[config.mk]
export PLATFORM = sky130hd
export DESIGN_NAME = dsi_tx_line_scheduler
export DESIGN_NICKNAME = d
export VERILOG_FILES = /design/src/rtl/dsi_tx_pkg.sv /design/src/rtl/dsi_tx_line_scheduler.sv
export SDC_FILE = /design/constraint.sdc
export NUM_CORES = 1
export LEC_CHECK = 0
export ABC_AREA = 1
export CAP_MARGIN = 15
export CORE_MARGIN = 10
export CORE_UTILIZATION = 47
export CTS_BUF_LIST = sky130_fd_sc_hd__clkbuf_4
export DETAILED_ROUTE_END_ITERATION = 10
export PLACE_DENSITY = 0.72
export SLEW_MARGIN = 20
export SYNTH_ARGS = -nofsm -noshare
export SYNTH_HDL_FRONTEND = slang
export SYNTH_SLANG_ARGS = --single-unit
[constraint.sdc]
create_clock -name clk -period 2.7 [get_ports clk]
set_input_delay 0.54 -clock clk [delete_from_list [all_inputs] [get_ports clk]]
set_output_delay 0.54 -clock clk [all_outputs]
set_load 0.02 [all_outputs]
[src/rtl/dsi_tx_pkg.sv]
// Shared DSI TX definitions: packet data types and the line scheduler state encoding.
package dsi_tx_pkg;

    localparam logic [5:0] DT_VSS    = 6'h01;
    localparam logic [5:0] DT_HSS    = 6'h21;
    localparam logic [5:0] DT_RGB888 = 6'h3E;

    typedef enum logic [2:0] {
        IDLE,
        FRAME_START,
        WAIT_LINE,
        SYNC_PKT,
        LONG_HDR,
        PAYLOAD,
        HBLANK,
        FRAME_END
    } sched_state_t;

endpackage

[src/rtl/dsi_tx_line_scheduler.sv]
// Per-frame DSI video line scheduler: sync short packets, RGB888 line headers,
// pixel payload from a show-ahead FIFO, and programmed horizontal blanking.
//
// state       | meaning
// IDLE        | no frame in progress
// FRAME_START | latch geometry, clear line counter
// WAIT_LINE   | hold an active line until a full line is buffered
// SYNC_PKT    | VSS on line 0, HSS on every other line
// LONG_HDR    | RGB888 long packet header
// PAYLOAD     | stream cfg_line_words words from the FIFO
// HBLANK      | idle cycles after each line
// FRAME_END   | frame done; restart or go idle
module dsi_tx_line_scheduler
    import dsi_tx_pkg::*;
#(
    parameter int LINE_CNT_W = 12,
    parameter int HBLANK_W   = 12
) (
    input  logic                  clk,
    input  logic                  rst_n,
    input  logic                  enable,
    input  logic [LINE_CNT_W-1:0] cfg_vsa_lines,
    input  logic [LINE_CNT_W-1:0] cfg_vbp_lines,
    input  logic [LINE_CNT_W-1:0] cfg_vfp_lines,
    input  logic [LINE_CNT_W-1:0] cfg_vact_lines,
    input  logic [9:0]            cfg_line_words,
    input  logic [HBLANK_W-1:0]   cfg_hblank_cycles,
    input  logic [31:0]           fifo_data,
    input  logic                  fifo_not_empty,
    input  logic                  fifo_line_ready,
    output logic                  fifo_read_ack,
    output logic                  pkt_valid,
    input  logic                  pkt_ready,
    output logic [5:0]            pkt_dt,
    output logic [15:0]           pkt_wc,
    output logic                  pkt_long,
    output logic [31:0]           pld_data,
    output logic                  pld_valid,
    input  logic                  pld_ready,
    output logic                  pld_last,
    output logic                  frame_active,
    output logic                  underflow
);

    localparam int LINE_W = 14;

    sched_state_t state, state_nxt;

    logic [LINE_W-1:0]   line_cnt;
    logic [LINE_W-1:0]   act_start_q, act_end_q, total_q;
    logic [LINE_W-1:0]   vsa_eff, cfg_act_start, cfg_act_end, cfg_total;
    logic [9:0]          word_cnt, words_q;
    logic [HBLANK_W-1:0] hblank_cnt, hblank_q, hblank_load;

    logic pkt_hs, pld_hs;
    logic last_word, last_line, line_is_act, next_is_act, hblank_done;
    logic [LINE_W-1:0] next_line;

    assign vsa_eff       = (cfg_vsa_lines == '0) ? LINE_W'(1) : LINE_W'(cfg_vsa_lines);
    assign cfg_act_start = vsa_eff + LINE_W'(cfg_vbp_lines);
    assign cfg_act_end   = cfg_act_start + LINE_W'(cfg_vact_lines);
    assign cfg_total     = cfg_act_end + LINE_W'(cfg_vfp_lines);

    assign pkt_hs      = pkt_valid & pkt_ready;
    assign pld_hs      = pld_valid & pld_ready;
    assign last_word   = (word_cnt == words_q - 10'd1);
    assign last_line   = (line_cnt == total_q - LINE_W'(1));
    assign next_line   = line_cnt + LINE_W'(1);
    assign line_is_act = (line_cnt >= act_start_q) && (line_cnt < act_end_q);
    assign next_is_act = (next_line >= act_start_q) && (next_line < act_end_q);
    assign hblank_done = (hblank_cnt == '0);
    // Counter holds remaining cycles after the current one; zero programs as one cycle.
    assign hblank_load = (hblank_q == '0) ? '0 : hblank_q - HBLANK_W'(1);

    // Payload is combinational from the show-ahead head word for zero-latency pops.
    assign pld_valid     = (state == PAYLOAD) && fifo_not_empty;
    assign pld_data      = (state == PAYLOAD) ? fifo_data : '0;
    assign pld_last      = (state == PAYLOAD) && last_word;
    assign fifo_read_ack = pld_valid && pld_ready;
    assign frame_active  = (state != IDLE) && (state != FRAME_END);

    always_comb begin
        state_nxt = state;
        case (state)
            IDLE:        if (enable) state_nxt = FRAME_START;
            FRAME_START: state_nxt = SYNC_PKT;
            WAIT_LINE:   if (fifo_line_ready) state_nxt = SYNC_PKT;
            SYNC_PKT:    if (pkt_hs) state_nxt = line_is_act ? LONG_HDR : HBLANK;
            LONG_HDR:    if (pkt_hs) state_nxt = (words_q == '0) ? HBLANK : PAYLOAD;
            PAYLOAD:     if (pld_hs && last_word) state_nxt = HBLANK;
            HBLANK: begin
                if (hblank_done) begin
                    if (last_line)        state_nxt = FRAME_END;
                    else if (next_is_act) state_nxt = WAIT_LINE;
                    else                  state_nxt = SYNC_PKT;
                end
            end
            FRAME_END:   state_nxt = enable ? FRAME_START : IDLE;
            default:     state_nxt = IDLE;
        endcase
    end

    always_ff @(posedge clk or negedge rst_n) begin
        if (!rst_n) state <= IDLE;
        else        state <= state_nxt;
    end

    always_ff @(posedge clk or negedge rst_n) begin
        if (!rst_n) begin
            pkt_valid <= 1'b0;
            pkt_dt    <= '0;
            pkt_wc    <= '0;
            pkt_long  <= 1'b0;
        end else if ((state == SYNC_PKT || state == LONG_HDR) && !pkt_valid) begin
            pkt_valid <= 1'b1;
            if (state == SYNC_PKT) begin
                pkt_dt   <= (line_cnt == '0) ? DT_VSS : DT_HSS;
                pkt_wc   <= '0;
                pkt_long <= 1'b0;
            end else begin
                pkt_dt   <= DT_RGB888;
                pkt_wc   <= {4'b0000, words_q, 2'b00};
                pkt_long <= 1'b1;
            end
        end else if (pkt_hs) begin
            pkt_valid <= 1'b0;
            pkt_dt    <= '0;
            pkt_wc    <= '0;
            pkt_long  <= 1'b0;
        end
    end

    always_ff @(posedge clk or negedge rst_n) begin
        if (!rst_n) begin
            line_cnt    <= '0;
            act_start_q <= '0;
            act_end_q   <= '0;
            total_q     <= '0;
            words_q     <= '0;
            hblank_q    <= '0;
            word_cnt    <= '0;
            hblank_cnt  <= '0;
            underflow   <= 1'b0;
        end else begin
            if (state == FRAME_START) begin
                line_cnt    <= '0;
                act_start_q <= cfg_act_start;
                act_end_q   <= cfg_act_end;
                total_q     <= cfg_total;
                words_q     <= cfg_line_words;
                hblank_q    <= cfg_hblank_cycles;
                word_cnt    <= '0;
            end
            if (pld_hs) word_cnt <= last_word ? '0 : word_cnt + 10'd1;
            if (state_nxt == HBLANK && state != HBLANK) begin
                hblank_cnt <= hblank_load;
            end else if (state == HBLANK && !hblank_done) begin
                hblank_cnt <= hblank_cnt - HBLANK_W'(1);
            end
            if (state == HBLANK && hblank_done) line_cnt <= next_line;
            if (state == PAYLOAD && !fifo_not_empty) underflow <= 1'b1;
        end
    end

endmodule

==> key figures <==
Outcome
  • Status: finished with violations
  • Violated checks: setup timing

Drt
  • Drt wl/cell: 16.5 um
  • Routed vias/inst: 5.22
  • Post-route DRC: 0
  • DR iter-0 viols: 871
  • Antenna Nets Post-Route: 0
  • DRT Pass-1 Iters: 8
  • Final WL: 33100 um
  • Via count: 10.5k

Timing
  • PnR worst setup slack: -1.59 ns
  • Slew Viols, Final: 0
  • Slew headroom: 34.2%
  • Fin. Hold Viols: 0
  • Fin crit period: 4.29 ns
  • Clk_skew: 0.0116 ns
  • Worst hold slack: 0.420 ns
  • Max frequency: 0.233 GHz
  • Tcrit/Tclk final: 159%
  • RSZ-0062 raised after global routing: yes
  • Setup Viol. Count Final: 23
  • Worst Tran Pin Value: 0.980 ns

Pwr
  • Max VDD drop: 598 uV
  • Leak Pwr: 7.20 nW
  • PwrDens: 822 mW/mm^2
  • Pwr Total: 11.9 mW

Floorplanning
  • Initial Utilization: 47.8%
  • Core Rows: 52
  • Die height: 163 um
  • IO Count: 170
  • Die area: 0.0267 mm^2
  • Die Width: 163 um
  • Core Area: 0.0202 mm^2

GRT
  • Total GRT Usage: 22.9%
  • Largest net degree at the start of global routing: 49
  • Vias in the first global route: 10.1k
  • First-pass GRT wire length: 50200 um
  • GRT overflow: 0
  • Initial antenna violation count: 1

Logic synthesis
  • Synthesis warning total: 0
  • Syn Area/Cell: 7.06 um^2
  • Yosys reg bits: 117
  • Primary FF master, synth: dfrtp_1
  • Post-synthesis sequential area ratio: 30.3%
  • Number of flops mapped to enable cells by yosys: 0
  • Post-synthesis cell area: 0.00967 mm^2
  • Asr flop ratio synth: 100%
  • Gate Count Post-Synth: 1370
  • Netlist cell types: 54

Critical path
  • Critical Path Source: cfg_vsa_lines[3]
  • Largest delay share family, worst path: simple AND/OR/NAND/NOR gates
  • CP bufs+invs: 6
  • Critical-path top delay cell: o21ai_0
  • Worst Setup Start Kind: primary input
  • Critical R2R Capture: state[0]$_DFF_PN0_
  • Worst-path maximum fanout: 4
  • R2R cell count: 17
  • CP endpoint kind: register
  • Worst path max stage delay: 0.29 ns
  • WS Path Type: primary input to register
  • Critical path required time: 3.15 ns
  • Reg2reg start: line_cnt[1]$_DFFE_PN0P_
  • FF-to-FF setup slack: 0.08 ns
  • Arrival time worst endpoint: 4.74 ns

Min path
  • Hold Path Class: primary input to asynchronous set/reset pin

Placement
  • IO buf count: 163
  • DP Cell Count: 1918
  • Hpwl dp: 23700 um
  • GP Congestion: 0.907
  • Pre-CTS WS: -2.24 ns
  • Area of placed instances: 0.0128 mm^2

Layout
  • Fillcell total: 1477
  • Finished Cell Area: 0.0145 mm^2
  • Non-filler instance count after layout: 2008
  • Share of cells above drive strength 1: 27.2%
  • Nets: 1934
  • Area Overhead vs Synth: 49.9%

CTS
  • CTS tree: yes
  • H-tree lvl count: 4
  • CTS Sinks: 117
  • Clk pin slew, worst setup/hold paths: 0.11 ns
  • CTS Buf Count: 17
  • Worst-Skew Late Latency: 0.57 ns
  • CTS Buffer Depth: 2
  • Root Driver: clkbuf_4

Job
  • Max Cap Violations: 0
worst max-delay path by stage:
stage                                   end  slack [ns]  cells past startpoint
global route        total_q[12]$_DFFE_PN0P_       -1.71                     28
CTS                 total_q[12]$_DFFE_PN0P_       -1.20                     25
global placement    total_q[13]$_DFFE_PN0P_       -2.11                     30
detailed placement  total_q[13]$_DFFE_PN0P_       -2.24                     29
floorplan           total_q[13]$_DFFE_PN0P_       -1.35                     29
finish              total_q[12]$_DFFE_PN0P_       -1.59                     28
worst register-to-register path, delay by kind of cell (launching register included):
kind | cells | cell delay, ns
XOR/XNOR | 1 | 0.19
AND/OR/NAND/NOR | 11 | 1.16
adder cells (fa/ha/maj) | 1 | 0.28
flip-flops | 1 | 0.44
AO/OA/AOI/OAI | 2 | 0.20
buffers and inverters | 2 | 0.25
per-layer routing:
metal  wire length (um)  GRT usage [%]  vias to the layer above
li1                   -              -                     5111
met1              13900           28.2                     4916
met2              16400           39.2                      380
met3               1960           4.15                       73
met4                887           8.33                        0
met5                  0              0                        -
power by group:
group	switching (mW)	leakage, nW	internal, mW
Combinational	4.23	5.56	3.35
Sequential	0.602	1.49	2.40
Clock	0.685	0.157	0.656
kinds of logic (layout without fill, tap and decap cells):
kind of cell    count (synthesis)  count (layout)  share of synthesized area (%)
compound gates                212             212                           12.1
xor+xnor                       73              73                           6.75
fa+ha+maj                     101             101                           13.3
buf+inv                       256             618                           10.5
flops                         117             117                           30.3
other cells                     1               7                         0.0388
simple gates                  610             610                           27.0
placed cells by master (no fill, tap or decap), types with 34 or more instances in the layout:
cell type,count
xor2_1,37
ha_1,76
dfrtp_1,115
clkdlybuf4s50_1,110
inv_1,189
o21ai_0,65
nand2_1,281
nand3_1,85
a21oi_1,40
nor2_1,122
buf_6,34
buf_4,188
final cells by class:
| cell class | instances | area (um^2) | share of cell area (%) |
|---|---|---|---|
| Antenna cell | 1 | 2.50 | 0.0173 |
| Clock buffer | 20 | 150 | 1.04 |
| Clock inverter | 12 | 136 | 0.941 |
| Inverter | 212 | 801 | 5.52 |
| Multi-Input combinational cell | 1002 | 6800 | 46.9 |
| Sequential cell | 117 | 2930 | 20.2 |
| Tap cell | 270 | 338 | 2.33 |
| Timing Repair Buffer | 374 | 3340 | 23.0 |
synth_stat cells, types with 2 or more instances:
library cell    n  area (um^2)
a21o_1          6         45.0
a21oi_1        66          330
a31oi_1         2         12.5
a32o_1          2         20.0
buf_2           3         15.0
buf_4          12         90.1
clkbuf_1       27          101
dfrtp_1       117         2930
fa_1            3         60.1
ha_1           98         1230
inv_1         205          769
inv_2           6         22.5
nand2_1       310         1160
nand3_1       100          500
nand4_1        13         81.3
nor2_1        133          499
nor2_2          3         18.8
nor2_4          2         22.5
nor3_1         18         90.1
nor4_1          9         56.3
o2111ai_1       2         17.5
o211ai_1        3         22.5
o21a_1          2         15.0
o21ai_0        94          470
o21ai_1         5         25.0
o21bai_1        7         52.6
o22ai_1        16          100
or2_2           9         56.3
or3_1           2         12.5
xnor2_1        21          184
xor2_1         51          447
flip-flops by register name, indices dropped and copies added (netlist names):
| name | flops |
|---|---|
| act_end_q | 14 |
| line_cnt | 14 |
| total_q | 14 |
| act_start_q | 13 |
| hblank_cnt | 12 |
| hblank_q | 12 |
| pkt_wc | 10 |
| word_cnt | 10 |
| words_q | 10 |
| state | 3 |
| pkt_dt | 2 |
| pkt_long | 1 |
| pkt_valid | 1 |
| underflow | 1 |
through the flow:
stage / utilization, % / setup TNS (ns)
CTS: 69.4 / -11.24
detailed placement: 63.4 / -39.48
global placement: 63.4 / -37.13
finish: 71.7 / -15.60
global route: 71.7 / -18.45
floorplan: - / -13.59
what timing repair did:
item,4_1_cts,5_1_grt
setup endpoints to repair,60,63
pin swaps,80,85
hold buffers,1,0
gates resized for setup,298,82
hold endpoints to repair,23,0
setup buffers,37,25
Power figures use the tool's default switching activity.
